### src/rtl/instr_fetch_if.sv
// Instruction-memory read port: fetch unit is the master, memory the slave.
// IM_DATA is only meaningful in the cycle IM_ACK is high.
interface instr_fetch_if #(
    parameter int unsigned PC_W = 16
);
    logic            IM_REQ;
    logic [PC_W-1:0] IM_ADDR;
    logic            IM_ACK;
    logic [31:0]     IM_DATA;

    modport master (output IM_REQ, output IM_ADDR, input IM_ACK, input IM_DATA);
    modport slave  (input IM_REQ, input IM_ADDR, output IM_ACK, output IM_DATA);
endinterface

### src/rtl/instr_fetch.sv
// Instruction fetch unit: requests the word at PC, latches it into IR, holds it
// for the control unit, then advances PC on W_PC.
module instr_fetch #(
    parameter int unsigned     PC_W        = 16,
    parameter logic [PC_W-1:0] RESET_PC    = '0,
    parameter int unsigned     TIMEOUT_CYC = 255
) (
    input  logic            CLK,
    input  logic            RESET,
    input  logic            W_PC,
    input  logic            TAKEN,
    input  logic [PC_W-1:0] TARGET,
    instr_fetch_if.master   im,
    output logic [PC_W-1:0] PC,
    output logic            IR_VALID,
    output logic            STALL,
    output logic [2:0]      TYPE,
    output logic [4:0]      op,
    output logic [3:0]      RD,
    output logic [3:0]      RA,
    output logic [3:0]      RB,
    output logic [15:0]     IMM,
    output logic            ILLEGAL,
    output logic            TIMEOUT,
    output logic            SEQ_ERR
);

    localparam int unsigned      CNT_W   = (TIMEOUT_CYC > 1) ? $clog2(TIMEOUT_CYC) : 1;
    localparam logic [CNT_W-1:0] TO_LAST = CNT_W'(TIMEOUT_CYC - 1);

    typedef enum logic [1:0] {S_REQ, S_RETRY, S_HOLD} state_e;

    state_e           state, state_nxt;
    logic [31:0]      ir;
    logic [CNT_W-1:0] wait_cnt;
    logic             to_hit;

    assign to_hit = (wait_cnt == TO_LAST);

    always_ff @(posedge CLK or negedge RESET) begin
        if (!RESET) state <= S_REQ;
        else        state <= state_nxt;
    end

    always_comb begin
        state_nxt = state;
        case (state)
            S_REQ: begin
                if (im.IM_ACK)   state_nxt = S_HOLD;
                else if (to_hit) state_nxt = S_RETRY;
            end
            S_RETRY: state_nxt = S_REQ;
            S_HOLD:  if (W_PC) state_nxt = S_REQ;
            default: state_nxt = S_REQ;
        endcase
    end

    // Request is gated by RESET so it stays low for the whole reset pulse.
    always_comb begin
        im.IM_REQ  = RESET && (state == S_REQ);
        im.IM_ADDR = PC;
    end

    always_ff @(posedge CLK or negedge RESET) begin
        if (!RESET) begin
            PC       <= RESET_PC;
            ir       <= '0;
            IR_VALID <= 1'b0;
            wait_cnt <= '0;
            TIMEOUT  <= 1'b0;
            SEQ_ERR  <= 1'b0;
        end else begin
            // IR_VALID is low exactly in REQ/RETRY, so this flags out-of-sequence advances.
            if (W_PC && !IR_VALID) SEQ_ERR <= 1'b1;
            case (state)
                S_REQ: begin
                    if (im.IM_ACK) begin
                        ir       <= im.IM_DATA;
                        IR_VALID <= 1'b1;
                        wait_cnt <= '0;
                    end else if (to_hit) begin
                        TIMEOUT  <= 1'b1;
                        wait_cnt <= '0;
                    end else begin
                        wait_cnt <= wait_cnt + CNT_W'(1);
                    end
                end
                S_HOLD: begin
                    if (W_PC) begin
                        PC       <= TAKEN ? TARGET : PC + PC_W'(1);
                        IR_VALID <= 1'b0;
                    end
                end
                default: ;
            endcase
        end
    end

    assign STALL   = ~IR_VALID;
    assign TYPE    = ir[31:29];
    assign op      = ir[28:24];
    assign RD      = ir[23:20];
    assign RA      = ir[19:16];
    assign RB      = ir[15:12];
    assign IMM     = ir[15:0];
    assign ILLEGAL = IR_VALID && ir[29] && (ir[30] || ir[31]);

endmodule

### src/flat_wrapper.sv
// flat-port wrapper written by rule: the top's interface ports become plain ports
module instr_fetch_flat 
#(
    parameter int unsigned     PC_W        = 16,
    parameter logic [PC_W-1:0] RESET_PC    = '0,
    parameter int unsigned     TIMEOUT_CYC = 255
)
  (CLK, RESET, W_PC, TAKEN, TARGET, PC, IR_VALID, STALL, TYPE, op, RD, RA, RB, IMM, ILLEGAL, TIMEOUT, SEQ_ERR, im_IM_REQ, im_IM_ADDR, im_IM_ACK, im_IM_DATA);
  instr_fetch_if #(.PC_W(PC_W)) im_i ();
  input  logic CLK;
  input  logic RESET;
  input  logic W_PC;
  input  logic TAKEN;
  input  logic [PC_W-1:0] TARGET;
  output logic [PC_W-1:0] PC;
  output logic IR_VALID;
  output logic STALL;
  output logic [2:0] TYPE;
  output logic [4:0] op;
  output logic [3:0] RD;
  output logic [3:0] RA;
  output logic [3:0] RB;
  output logic [15:0] IMM;
  output logic ILLEGAL;
  output logic TIMEOUT;
  output logic SEQ_ERR;
  output wire logic [$bits(im_i.IM_REQ)-1:0] im_IM_REQ;
  output wire logic [$bits(im_i.IM_ADDR)-1:0] im_IM_ADDR;
  input wire logic [$bits(im_i.IM_ACK)-1:0] im_IM_ACK;
  input wire logic [$bits(im_i.IM_DATA)-1:0] im_IM_DATA;
  assign im_IM_REQ = im_i.IM_REQ;
  assign im_IM_ADDR = im_i.IM_ADDR;
  assign im_i.IM_ACK = im_IM_ACK;
  assign im_i.IM_DATA = im_IM_DATA;
  instr_fetch #(.PC_W(PC_W), .RESET_PC(RESET_PC), .TIMEOUT_CYC(TIMEOUT_CYC)) u_core (.CLK(CLK), .RESET(RESET), .W_PC(W_PC), .TAKEN(TAKEN), .TARGET(TARGET), .im(im_i), .PC(PC), .IR_VALID(IR_VALID), .STALL(STALL), .TYPE(TYPE), .op(op), .RD(RD), .RA(RA), .RB(RB), .IMM(IMM), .ILLEGAL(ILLEGAL), .TIMEOUT(TIMEOUT), .SEQ_ERR(SEQ_ERR));
endmodule
### config.mk
export PLATFORM = sky130hd
export DESIGN_NAME = instr_fetch_flat
export DESIGN_NICKNAME = d
export VERILOG_FILES = /design/src/rtl/instr_fetch_if.sv /design/src/rtl/instr_fetch.sv /design/src/flat_wrapper.sv
export SDC_FILE = /design/constraint.sdc
export NUM_CORES = 1
export LEC_CHECK = 0
export ABC_AREA = 1
export BUFFER_PORTS_ARGS = -buffer_cell sky130_fd_sc_hd__clkbuf_2
export CELL_PAD_IN_SITES_DETAIL_PLACEMENT = 0
export CELL_PAD_IN_SITES_GLOBAL_PLACEMENT = 2
export CORE_MARGIN = 2
export CORE_UTILIZATION = 28
export CTS_CLUSTER_DIAMETER = 120
export DETAILED_ROUTE_END_ITERATION = 10
export PLACE_DENSITY = 0.79
export REMOVE_ABC_BUFFERS = 1
export SYNTH_ARGS = -nofsm -noshare
export SYNTH_HDL_FRONTEND = slang
export SYNTH_SLANG_ARGS = --single-unit
### constraint.sdc
create_clock -name CLK -period 1.45 [get_ports CLK]
set_input_delay 0.0725 -clock CLK [delete_from_list [all_inputs] [get_ports CLK]]
set_output_delay 0.0725 -clock CLK [all_outputs]
set_load 0.1 [all_outputs]
-- Word-level counts from Yosys, hierarchy flattened
Index checks and enable logic that the tools add are counted.
- add/subtract/negate cells: 2
- eq/ne operators: 5
- mux-type cells: 10
- bitwise operators: 2
- reductions and logical operators: 13
- operator list (operator ; count):
    adder 16 x 1 -> 16 bit (second input constant) ; 1
    two-way mux 16 bit ; 1
    two-way mux 8 bit ; 2
    adder 8 x 1 -> 8 bit (second input constant) ; 1
    equality test 8 bit (second input constant) ; 1
    two-way mux 2 bit ; 3
    AND reduction 2 bit ; 3
    AND reduction 3 bit ; 2
    logical AND 1 bit ; 4
    != test 2 bit (second input constant) ; 2
    one-hot mux 2 bit (2 select lines) ; 1
    != test 3 x 2 -> 1 bit (second input constant) ; 1
    equality test 2 bit (second input constant) ; 1
    zero test 2 bit ; 1
    two-way mux 1 bit ; 2
    inverter 1 bit ; 2
    one-hot mux 1 bit (2 select lines) ; 1
    nonzero test 2 bit ; 1
    zero test 1 bit ; 1
    logical OR 1 bit ; 1
- register bits after elaboration: 61
- input bits: 53
- output and inout bits: 74
- logic and storage cells: 39

-- Logic depth before layout (Yosys ltp)
- depth in word-level cells: 4
- depth in mapped cells: 9
- mapped depth without buffers: 9

-- Worst setup path after synthesis
No wires, ideal clock.
- kind: register to register
- start point: register u_core.PC[1]
- end point: register u_core.PC[10]
- library setup time: 0.120 ns
- arrival: 1.965 ns
- required time: 1.330 ns
- path slack: -0.635 ns
- stages on the path, launching flop included: 9
- buffers on the path: 0
- period minus slack after synthesis: 2.085 ns
- cell sequence: dfrtp_1 > ha_1 > nand3_1 > inv_1 > nand2_1 > o21ai_0 > nand3_1 > nand2_1 > nand2_1
- word-level cells in the longest chain between the ends: 2
- ends and longest elaborated chain (element ; line ; source):
    from (decl) ; instr_fetch.sv:14 ; output logic [PC_W-1:0] PC,
    from (signal assigned) ; instr_fetch.sv:90 ; PC <= TAKEN ? TARGET : PC + PC_W'(1);
    adder 16 x 1 -> 16 bit ; instr_fetch.sv:90 ;
    two-way mux 16 bit ; instr_fetch.sv:90 ;
No other way between the ends.
A chain may end at the register's enable or synchronous reset.

-- Worst setup path after layout
- start point: register u_core.PC[0]
- end point: output im_IM_ADDR[0]
- RTL lines (element ; line ; source):
    to (decl) ; flat_wrapper.sv:28 ; output wire logic [$bits(im_i.IM_ADDR)-1:0] im_IM_ADDR;
No word-level cell between the ends.

==> metrics.cfg <==
[outcome]
status=completed

[detailed_routing]
drtPass1Iterations=4
detail-route-antenna-nets=0
drc=0
vias=2832
routed_via_density=4.34
avgRoutedWirePerCell_um=12.7
drtIter0Drc=82
wl_um=8300

[final_layout]
nFillCells=1114
drive_gt1_share_pct=43.1
synthToLayoutAreaGrowth_pct=48.3
multi_input_area_um2=1430
antennaDiodeCount=0
finish.utilization_pct=42.0
regArea_um2=1530
nets=561

[setup_path]
cp.arrival_ns=1.32
end_kind=primary output
path_class=reg2out
worst_setup_path_start_kind=flip-flop
crit_path_max_fanout=4
required_ns=1.38

[floorplanning]
ioPinCount=127
initial_utilization_pct=28.3
die_y_um=111
die_area_um2=12300
die_x_um=111
coreArea_um2=11300
rows=39

[logic_synthesis]
synth-seq-cells=61
yosysSeqAreaShare_pct=47.6
synthArstFlopShare_pct=100
synth-main-ff-cell=dfrtp_1
ys_types=28
ys_warn_count=0
synth-edff-count=0
avgSynthCellArea_um2=9.41
syn_inst=341
synth_area_um2=3210

[clocking]
numClockSinks=61
htreeDepth=3
cts_tree=built
worstSkewPairLatency_ns=0.32
cts.clk_slew.worst_paths_ns=0.06
cts_inserted_buffers=9
clockBufferDepth=2
cts_root_buffer=clkbuf_16

[timing]
setup_viol=0
worstMarginPinSlew_ns=0.810
fin_ws_ns=0.0547
setup_tns_ns=0
hold_viol=0
fin_skew_ns=0.00820
fmax_mhz=717
timing.hold.ws_ns=0.0528
finalCriticalPeriod_ns=1.40
slew_violations=0
rsz0062_at_grt=yes
post-route-period-util_pct=96.2
relSlewSlack_pct=46.0

[placement]
post-place-ws_ns=0.0126
gp_congestion=0.814
dpl.hpwl_um=5780
io_buffers=126

[power_and_ir_drop]
ir_drop_v=0.00166
powerDensity_nw_per_um2=2230
leakage_uw=0.00242

[grt]
grt_overflow=0
grt_max_degree=62
grt_usage_pct=13.6
grt_pass1_vias=2811
grt_first_pass_wirelength_um=13600
antenna_found_initial=0

[flow_run]
maxCapViolations=0

[min_path]
min_path_type=in2reg

-- worst max-delay path: stages, from the launching register on --
cell and delay [ns]:
dfrtp_1 0.40, buf_4 0.15, clkbuf_2 0.45
-- registers in the layout, summed over array words and instances, names as in the netlist --
| signal | flops |
|---|---|
| u_core.IR_VALID | 1 |
| u_core.PC | 16 |
| u_core.SEQ_ERR | 1 |
| u_core.TIMEOUT | 1 |
| u_core.ir | 32 |
| u_core.state | 2 |
| u_core.wait_cnt | 8 |
-- logic make-up after synthesis --
group | Yosys count | synth area share (%)
AND/OR/NAND/NOR | 141 | 18.7
flip-flops | 61 | 47.6
buffers and inverters | 60 | 10.3
AO/OA/AOI/OAI | 40 | 6.67
multiplexers | 32 | 14.5
XOR/XNOR | 4 | 1.09
adder cells (fa/ha/maj) | 3 | 1.17
-- report_power, final --
part | internal (uW) | switching (uW)
Combinational | 1150 | 4800
Clock | 1390 | 822
Sequential | 2080 | 375
-- cell usage in the layout (no fill, tap or decap), types with 2 or more instances in the layout --
cell type	count
clkbuf_16	9
or2_2	2
buf_12	3
nand3_2	3
o22ai_1	3
ha_1	2
buf_2	2
buf_4	28
mux2_4	28
clkbuf_2	114
nor2_2	6
nand3_1	19
nor2_4	4
dlygate4sd3_1	34
mux2_2	4
inv_2	2
nand2_2	3
nand2_1	65
inv_6	2
nor2_1	32
a21oi_1	12
o21ai_0	18
o21ai_1	4
dfrtp_1	59
nand4_1	4
dfrtp_2	2
clkinvlp_4	3
xor2_1	3
inv_1	30
-- what timing repair did --
| item | in CTS | in global routing |
|---|---|---|
| hold endpoints to repair | 35 | 0 |
| setup buffers | 3 | 2 |
| pin swaps | 1 | 4 |
| hold buffers | 34 | 0 |
| resized for setup | 3 | 25 |
| cloned | 0 | 0 |
| endpoints found under the setup margin | 2 | 16 |
-- synth_stat cells (2+ instances only) --
cell / instances / area, um2
a21oi_1: 12 / 60.1
buf_2: 5 / 25.0
buf_4: 20 / 150
buf_6: 3 / 33.8
dfrtp_1: 61 / 1530
ha_1: 3 / 37.5
inv_1: 31 / 116
mux2_2: 4 / 45.0
mux2_4: 28 / 420
nand2_1: 68 / 255
nand3_1: 21 / 105
nand4_1: 4 / 25.0
nor2_1: 39 / 146
nor2_2: 2 / 12.5
o21ai_0: 22 / 110
o22ai_1: 3 / 18.8
or2_2: 2 / 12.5
xor2_1: 3 / 26.3
-- final timing paths --
check / from / to / slack, ns / cells past startpoint
max in group asynchronous: RESET / u_core.PC[7] / 0.33 / 3
max: u_core.PC[0] / im_IM_ADDR[0] / 0.05 / 2
max reg2reg: u_core.state[1] / u_core.ir[17] / 0.07 / 5
min reg2reg: u_core.TIMEOUT / u_core.TIMEOUT / 0.46 / 1
min: TARGET[1] / u_core.PC[1] / 0.05 / 3
min in group asynchronous: RESET / u_core.PC[0] / 0.50 / 3
-- routing by layer --
metal,vias to the layer above,global-route usage [%],wire length (um)
met3,7,2.46,365
li1,1416,-,-
met4,0,4.77,94
met1,1323,17.7,3770
met5,-,0,0
met2,86,22.9,4070
-- per-stage QoR --
stage | std cells | power (uW) | cell area (um2)
floorplan | 313 | 7130 | 3000
global placement | 598 | 8230 | 3990
detailed placement | 598 | 8250 | 3990
CTS | 651 | 10600 | 4680
global route | 653 | 11000 | 4760
finish | 653 | 10600 | 4760
-- cell type report --
| cell class | instances | share of cell area, % |
|---|---|---|
| inverter | 32 | 2.52 |
| clock buffer | 10 | 5.02 |
| multi-input combinational | 220 | 30.0 |
| sequential | 61 | 32.1 |
| timing repair buffer | 181 | 25.0 |
| clock inverter | 6 | 1.47 |
| tap | 143 | 3.76 |
(Power assumes the default switching activity.)
